--- src/rtl/fpm_pkg.sv ---
// Shared constants for the single-precision multiply sequencer: FSM encoding,
// IEEE-754 special values and flag bit positions.
package fpm_pkg;

  localparam logic [2:0] ST_IDLE  = 3'd0;
  localparam logic [2:0] ST_CHECK = 3'd1;
  localparam logic [2:0] ST_START = 3'd2;
  localparam logic [2:0] ST_WAIT  = 3'd3;
  localparam logic [2:0] ST_NORM  = 3'd4;
  localparam logic [2:0] ST_ROUND = 3'd5;
  localparam logic [2:0] ST_OUT   = 3'd6;

  localparam logic [31:0] QNAN    = 32'h7FC0_0000;
  localparam logic [7:0]  EXP_MAX = 8'hFF;

  localparam int BIAS_DEFAULT    = 127;
  localparam int TIMEOUT_DEFAULT = 64;

  localparam int FLAG_INVALID   = 3;
  localparam int FLAG_OVERFLOW  = 2;
  localparam int FLAG_UNDERFLOW = 1;
  localparam int FLAG_INEXACT   = 0;

  function automatic logic [3:0] mk_flags(input logic invalid, input logic overflow,
                                          input logic underflow, input logic inexact);
    logic [3:0] f;
    f                 = '0;
    f[FLAG_INVALID]   = invalid;
    f[FLAG_OVERFLOW]  = overflow;
    f[FLAG_UNDERFLOW] = underflow;
    f[FLAG_INEXACT]   = inexact;
    return f;
  endfunction

endpackage

--- src/rtl/fpm_special_decode.sv ---
// Combinational classification of an operand pair into NaN / infinity / zero
// results, with the packed special result for each class.
module fpm_special_decode
  import fpm_pkg::*;
#(
  parameter int EXP_W  = 8,
  parameter int FRAC_W = 23
) (
  input  logic [EXP_W+FRAC_W:0] a,
  input  logic [EXP_W+FRAC_W:0] b,
  output logic                  is_nan,
  output logic                  is_inf,
  output logic                  is_zero,
  output logic [EXP_W+FRAC_W:0] special_result,
  output logic                  invalid
);

  localparam int W = EXP_W + FRAC_W + 1;

  logic a_emax, b_emax, a_ezero, b_ezero, a_fzero, b_fzero, sign;

  assign a_emax  = &a[W-2 -: EXP_W];
  assign b_emax  = &b[W-2 -: EXP_W];
  assign a_ezero = ~|a[W-2 -: EXP_W];
  assign b_ezero = ~|b[W-2 -: EXP_W];
  assign a_fzero = ~|a[FRAC_W-1:0];
  assign b_fzero = ~|b[FRAC_W-1:0];
  assign sign    = a[W-1] ^ b[W-1];

  // Only a true zero makes inf x 0 invalid; a denormal is finite nonzero, so
  // inf x denormal is infinity and the flush-to-zero rule never reaches it.
  assign is_nan  = (a_emax & ~a_fzero) | (b_emax & ~b_fzero) |
                   (a_emax & b_ezero & b_fzero) | (b_emax & a_ezero & a_fzero);
  assign is_inf  = ~is_nan & (a_emax | b_emax);
  assign is_zero = ~is_nan & ~is_inf & (a_ezero | b_ezero);
  assign invalid = is_nan;

  always_comb begin
    // NOTE: every output of an always_comb gets a default first so no path can infer a latch.
    special_result = {sign, {(W-1){1'b0}}};
    if (is_nan)      special_result = QNAN;
    else if (is_inf) special_result = {sign, EXP_MAX, {FRAC_W{1'b0}}};
  end

endmodule

--- src/rtl/fpm_sequencer.sv ---
// IEEE-754 single-precision multiply sequencer: operand handshake, special-case
// decode, Booth core start/done sequencing, normalize, round-to-nearest-even, pack.
module fpm_sequencer
  import fpm_pkg::*;
#(
  parameter int EXP_W   = 8,
  parameter int FRAC_W  = 23,
  parameter int BIAS    = BIAS_DEFAULT,
  parameter int TIMEOUT = TIMEOUT_DEFAULT
) (
  input  logic                    clk,
  input  logic                    reset,
  input  logic                    in_valid,
  output logic                    in_ready,
  input  logic [EXP_W+FRAC_W:0]   a,
  input  logic [EXP_W+FRAC_W:0]   b,
  output logic                    out_valid,
  input  logic                    out_ready,
  output logic [EXP_W+FRAC_W:0]   result,
  output logic [3:0]              flags,
  output logic                    mul_start,
  output logic [FRAC_W:0]         mul_mcand,
  output logic [FRAC_W:0]         mul_mplier,
  input  logic                    mul_done,
  input  logic [2*FRAC_W+1:0]     mul_product
);

  localparam int W  = EXP_W + FRAC_W + 1;
  localparam int MW = FRAC_W + 1;
  localparam int PW = 2 * MW;
  localparam int XW = EXP_W + 2;
  localparam int CW = $clog2(TIMEOUT + 1);

  localparam logic signed [XW-1:0] BIAS_X   = XW'(BIAS);
  localparam logic signed [XW-1:0] EXP_OVF  = XW'((1 << EXP_W) - 1);
  localparam logic [CW-1:0]        CNT_LAST = CW'(TIMEOUT - 1);

  logic [2:0]              state;
  logic [W-1:0]            a_r, b_r;
  logic                    sign_r;
  logic signed [XW-1:0]    exp_r;
  logic [CW-1:0]           cnt;
  logic [PW-1:0]           prod_r;
  logic [FRAC_W-1:0]       mant_r;
  logic                    guard_r, sticky_r;
  logic [W-1:0]            result_r;
  logic [3:0]              flags_r;
  logic [MW-1:0]           mcand_r, mplier_r;

  logic                    dec_nan, dec_inf, dec_zero, dec_invalid;
  logic [W-1:0]            dec_result;

  fpm_special_decode #(.EXP_W(EXP_W), .FRAC_W(FRAC_W)) u_decode (
    .a              (a_r),
    .b              (b_r),
    .is_nan         (dec_nan),
    .is_inf         (dec_inf),
    .is_zero        (dec_zero),
    .special_result (dec_result),
    .invalid        (dec_invalid)
  );

  // Round-to-nearest-even; the top bit of mant_inc is the carry into the exponent.
  logic                 round_up, inexact;
  logic [MW-1:0]        mant_inc;
  logic signed [XW-1:0] exp_fin;

  assign round_up = guard_r & (sticky_r | mant_r[0]);
  assign inexact  = guard_r | sticky_r;
  assign mant_inc = {1'b0, mant_r} + MW'(round_up);
  assign exp_fin  = exp_r + {{(XW-1){1'b0}}, mant_inc[MW-1]};

  assign in_ready   = (state == ST_IDLE);
  assign out_valid  = (state == ST_OUT);
  assign mul_start  = (state == ST_START);
  assign mul_mcand  = mcand_r;
  assign mul_mplier = mplier_r;
  assign result     = result_r;
  assign flags      = flags_r;

  always_ff @(posedge clk) begin
    // NOTE: sequential state uses non-blocking assignments so every register samples pre-edge values.
    if (!reset) begin
      state    <= ST_IDLE;
      a_r      <= '0;
      b_r      <= '0;
      sign_r   <= 1'b0;
      exp_r    <= '0;
      cnt      <= '0;
      prod_r   <= '0;
      mant_r   <= '0;
      guard_r  <= 1'b0;
      sticky_r <= 1'b0;
      result_r <= '0;
      flags_r  <= '0;
      mcand_r  <= '0;
      mplier_r <= '0;
    end else begin
      case (state)
        ST_IDLE: if (in_valid) begin
          a_r   <= a;
          b_r   <= b;
          state <= ST_CHECK;
        end
        ST_CHECK: begin
          sign_r <= a_r[W-1] ^ b_r[W-1];
          if (dec_nan | dec_inf | dec_zero) begin
            result_r <= dec_result;
            flags_r  <= mk_flags(dec_invalid, 1'b0, 1'b0, 1'b0);
            state    <= ST_OUT;
          end else begin
            exp_r    <= XW'(a_r[W-2 -: EXP_W]) + XW'(b_r[W-2 -: EXP_W]) - BIAS_X;
            mcand_r  <= {1'b1, a_r[FRAC_W-1:0]};
            mplier_r <= {1'b1, b_r[FRAC_W-1:0]};
            state    <= ST_START;
          end
        end
        ST_START: begin
          cnt   <= '0;
          state <= ST_WAIT;
        end
        ST_WAIT: begin
          cnt <= cnt + CW'(1);
          if (mul_done) begin
            prod_r <= mul_product;
            state  <= ST_NORM;
          end else if (cnt == CNT_LAST) begin
            result_r <= QNAN;
            flags_r  <= mk_flags(1'b1, 1'b0, 1'b0, 1'b0);
            state    <= ST_OUT;
          end
        end
        ST_NORM: begin
          if (prod_r[PW-1]) begin
            mant_r   <= prod_r[PW-2 -: FRAC_W];
            guard_r  <= prod_r[PW-2-FRAC_W];
            sticky_r <= |prod_r[PW-3-FRAC_W:0];
            exp_r    <= exp_r + XW'(1);
          end else begin
            mant_r   <= prod_r[PW-3 -: FRAC_W];
            guard_r  <= prod_r[PW-3-FRAC_W];
            sticky_r <= |prod_r[PW-4-FRAC_W:0];
          end
          state <= ST_ROUND;
        end
        ST_ROUND: begin
          if (exp_fin >= EXP_OVF) begin
            result_r <= {sign_r, EXP_MAX, {FRAC_W{1'b0}}};
            flags_r  <= mk_flags(1'b0, 1'b1, 1'b0, inexact);
          end else if (exp_fin[XW-1] || exp_fin == '0) begin
            result_r <= {sign_r, {(W-1){1'b0}}};
            flags_r  <= mk_flags(1'b0, 1'b0, 1'b1, inexact);
          end else begin
            result_r <= {sign_r, exp_fin[EXP_W-1:0], mant_inc[FRAC_W-1:0]};
            flags_r  <= mk_flags(1'b0, 1'b0, 1'b0, inexact);
          end
          state <= ST_OUT;
        end
        ST_OUT: if (out_ready) state <= ST_IDLE;
        default: state <= ST_IDLE;
      endcase
    end
  end

endmodule

--- config.mk ---
export PLATFORM = sky130hd
export DESIGN_NAME = fpm_sequencer
export DESIGN_NICKNAME = d
export VERILOG_FILES = /design/src/rtl/fpm_pkg.sv /design/src/rtl/fpm_special_decode.sv /design/src/rtl/fpm_sequencer.sv
export SDC_FILE = /design/constraint.sdc
export NUM_CORES = 1
export LEC_CHECK = 0
export ABC_CLOCK_PERIOD_IN_PS = 8000
export CAP_MARGIN = 20
export CORE_ASPECT_RATIO = 0.75
export CORE_MARGIN = 2
export CORE_UTILIZATION = 40
export CTS_CLUSTER_DIAMETER = 40
export DETAILED_ROUTE_END_ITERATION = 8
export PLACE_DENSITY_LB_ADDON = 0.05
export SETUP_SLACK_MARGIN = 0.1
export SYNTH_ARGS = -nofsm -noshare
export SYNTH_HDL_FRONTEND = slang
export SYNTH_SLANG_ARGS = --single-unit
--- constraint.sdc ---
create_clock -name clk -period 8 [get_ports clk]
set_clock_uncertainty 0.15 [all_clocks]
set_input_delay 1.2 -clock clk [delete_from_list [all_inputs] [get_ports clk]]
set_output_delay 1.2 -clock clk [all_outputs]
set_load 0.005 [all_outputs]
==> flow_summary.yaml <==
outcome:
  outcome: "finished clean"
worst_setup_path:
  worstPathArrival_ns: 4.77
  worstSetupStartpointType: "flip-flop"
  slowest_stage_cell_cp: "nand4b_2"
  worst-setup-path-type: "reg -> reg"
  crit_path_end_kind: "flip-flop"
  critPathMaxStageDelay_ns: 0.62
  timing.reg2reg.setup_slack_ns: 3.53
  critical-path-top-cell-by-count: "ha_1"
  cp_cell_sequence: "o21a_1 > ha_1 > and4_1 > nand3_1 > nor2_1 > and3_1 > ha_1 > ha_1 > nand3_1 > or4_1 > a31oi_1 > nand4b_1 > nand4b_2 > a2bb2o_1"
  crit-reg2reg-launch: "sticky_r$_SDFFE_PN0P_"
  r2r_end: "result[1]$_SDFFE_PN0P_"
  critPathMaxFanout: 23
  cp.required_ns: 8.30
  r2r.worst_path.cells: 14
  timing_startpoint_of_the_critical_path: "sticky_r$_SDFFE_PN0P_"
route:
  routed_via_density: 5.16
  route.detailed.wl_per_inst_um: 16.0
  initialDrtViolationCount: 627
  route.antenna.remaining_nets: 0
  num_vias: 9261
  drc_errors: 0
  finalWirelength_um: 28800
  firstDrtPassIters: 4
placement:
  placement.setup.worst_slack_ns: 3.60
  globalplace.congestion: 0.871
  detailedPlacementHpwl_um: 19100
  place.port_buffers: 203
  placed_cell_area_mm2: 0.0124
clock_network:
  clock_tree_from_tritoncts: "done"
  worst_setup_hold_path_clk_slew_ns: 0.06
  clock_sink_count: 241
  htree_levels: 2
  cts-buffers-inserted: 35
  post-cts-setup-buffer-count: 0
  postCtsResizedCells: 0
  ctsLongestPathBuffers: 3
  holdBufCountCts: 0
  cts-root-buf: "clkbuf_16"
  clk-insertion-delay-late_ns: 0.51
sta:
  maxSlewHeadroom: 0.298
  fin_crit_sh: 0.559
  rsz0062_at_grt: "false"
  final-setup-viol-count: 0
  report.final.slew_viol_count: 0
  fin_setup_tns_ns: 0
  timing_hold_violations_final: 0
  timing.fmax_mhz: 224
  worst_hold_slack_ns: 0.302
  finalCriticalPeriod_ns: 4.47
  tightest_slew_ns: 1.05
  setup_slack_ns: 3.53
yosys:
  number_of_distinct_library_cells_after_synthesis: 59
  edff_count_synth: 0
  postSynthCellCount: 1270
  yosysSeqAreaShare: 0.469
  synth_warnings: 0
  async_reset_ff_frac: 0
  synth_top_area_frac: 0.469
  biggest_area_consumer_among_synthesized_cells: "dfxtp_1"
  synth_seq_cells: 241
  synth.avg_cell_area_um2: 8.09
  yosys_most_used_dff: "dfxtp_1"
  synthesis.nets: 1409
  syn-cell-area_mm2: 0.0103
  yosys-top-cells-area: "dfxtp_1 (47%), nand2_1 (13%), a21oi_1 (8.9%)"
flow_run:
  cap_violations: 0
hold_path:
  hold_path.class: "reg -> reg"
  min_to: "mul_mplier[1]$_SDFFE_PN0P_"
  holdPathStages: 2
  min_from: "mul_mplier[1]$_SDFFE_PN0P_"
finish:
  final_net_count: 1570
  post-route-cell-area_mm2: 0.0137
  final_common_cell: "nand2_1"
  final_cell_mix: "nand2_1 (343), dfxtp_1 (241), clkdlybuf4s50_1 (203)"
  insertedDiodeCount: 0
  postLayoutCoreUtil: 0.546
  fillCellCount: 2358
  area_growth_syn_to_layout_pct: 33.2
  share_of_post_route_cells_with_drive_strength_above_1: 0.0658
power_and_ir_drop:
  p_leak_nw: 4.74
  p_per_area_mw_per_mm2: 269
  max-vdd-ir-drop_uv: 142
floorplanning:
  dieArea_mm2: 0.0270
  top_level_ports: 204
  placeableCoreArea_mm2: 0.0251
  die_x_um: 189
  rows: 50
  start_util: 0.410
  die-height_um: 143
global_route:
  globalRouteTotalUtil: 0.209
  initial_antenna_violation_count: 3
  grt_pass1_wl_um: 45900
  largest_net_degree_at_the_start_of_global_routing: 107
  globalRoute.totalOverflow: 0
  vias_in_the_first_global_route: 8738
-- how the worst max path moves through the flow --
stage                                          to  slack (ns)
after global routing       result[1]$_SDFFE_PN0P_        3.21
after floorplan           result[10]$_SDFFE_PN0P_        4.63
final                      result[1]$_SDFFE_PN0P_        3.53
after detailed placement   result[1]$_SDFFE_PN0P_        3.60
after CTS                  result[1]$_SDFFE_PN0P_        3.58
after global placement     result[0]$_SDFFE_PN0P_        3.73
-- worst max-delay path: cells and delay by family (launching register included) --
| family | cells | cell delay (ns) |
|---|---|---|
| DFF | 1 | 0.36 |
| AOI/OAI and AO/OA | 3 | 0.85 |
| adders and majority gates | 3 | 0.64 |
| and+or+nand+nor | 8 | 2.40 |
-- power breakdown --
part / internal, mW / total [mW] / switching [mW]
sequential: 1.31 / 1.43 / 0.116
clock: 0.989 / 1.59 / 0.599
combinational: 0.285 / 0.668 / 0.384
total: 2.59 / 3.68 / 1.10
-- kinds of logic (layout without fill, tap and decap cells) --
family	after synthesis	count (layout)	synth area share
muxes	25	25	0.0243
buffers and inverters	105	293	0.0419
and+or+nand+nor	535	535	0.223
xor gates and xnor gates	35	35	0.0298
adders and majority gates	22	22	0.0275
DFF	241	241	0.469
AOI/OAI and AO/OA	307	307	0.185
-- synthesized netlist by cell type (3+ instances only) --
| master | count |
|---|---|
| nand2_1 | 345 |
| dfxtp_1 | 241 |
| a21oi_1 | 183 |
| nor2_1 | 80 |
| clkbuf_1 | 61 |
| nand3_1 | 28 |
| a211oi_1 | 26 |
| mux2i_1 | 25 |
| ha_1 | 21 |
| o2bb2ai_1 | 20 |
| xnor2_1 | 19 |
| inv_1 | 17 |
| xor2_1 | 16 |
| nor4_1 | 15 |
| nor3_1 | 13 |
| o21ai_0 | 13 |
| buf_2 | 11 |
| nand4_1 | 11 |
| o221a_2 | 11 |
| and3_1 | 10 |
| buf_1 | 9 |
| or4_1 | 9 |
| o21bai_1 | 7 |
| a21o_1 | 6 |
| a31oi_1 | 6 |
| buf_4 | 6 |
| a22oi_1 | 5 |
| and2_1 | 5 |
| o21ai_1 | 5 |
| and4_1 | 4 |
| nor3b_1 | 3 |
| o21a_1 | 3 |
| o31ai_1 | 3 |
| or2_2 | 3 |
-- metal layers --
metal / vias to the layer above / global-route usage / part of all wire
li1: 4713 / - / -
met2: 229 / 0.297 / 0.40
met1: 4273 / 0.316 / 0.52
met4: 4 / 0.0452 / 0.015
met3: 42 / 0.0489 / 0.060
met5: - / 0 / 0.00087
-- sequential cells by signal, summed over array words and instances, names as in the netlist --
register and flops:
a_r 32, b_r 32, cnt 7, exp_r 10, flags 4, guard_r 1, mant_r 23, mul_mcand 24
mul_mplier 23, prod_r 48, result 32, sign_r 1, state 3, sticky_r 1
-- cell type report --
cell class / instances / area [µm²] / area share
Sequential cell: 241 / 4820 / 0.352
Inverter: 18 / 72.6 / 0.00530
Clock buffer: 42 / 942 / 0.0688
Clock inverter: 22 / 268 / 0.0196
Timing Repair Buffer: 211 / 2120 / 0.155
Multi-Input combinational cell: 924 / 5040 / 0.368
Tap cell: 338 / 423 / 0.0309
-- per-stage QoR --
stage	power, mW	instances
3_3_place_gp	2.11	1730
3_5_place_dp	2.12	1730
4_1_cts	3.71	1794
2_1_floorplan	1.86	1270
5_1_grt	3.87	1796
6_report	3.68	1796
(Power assumes the default switching activity.)
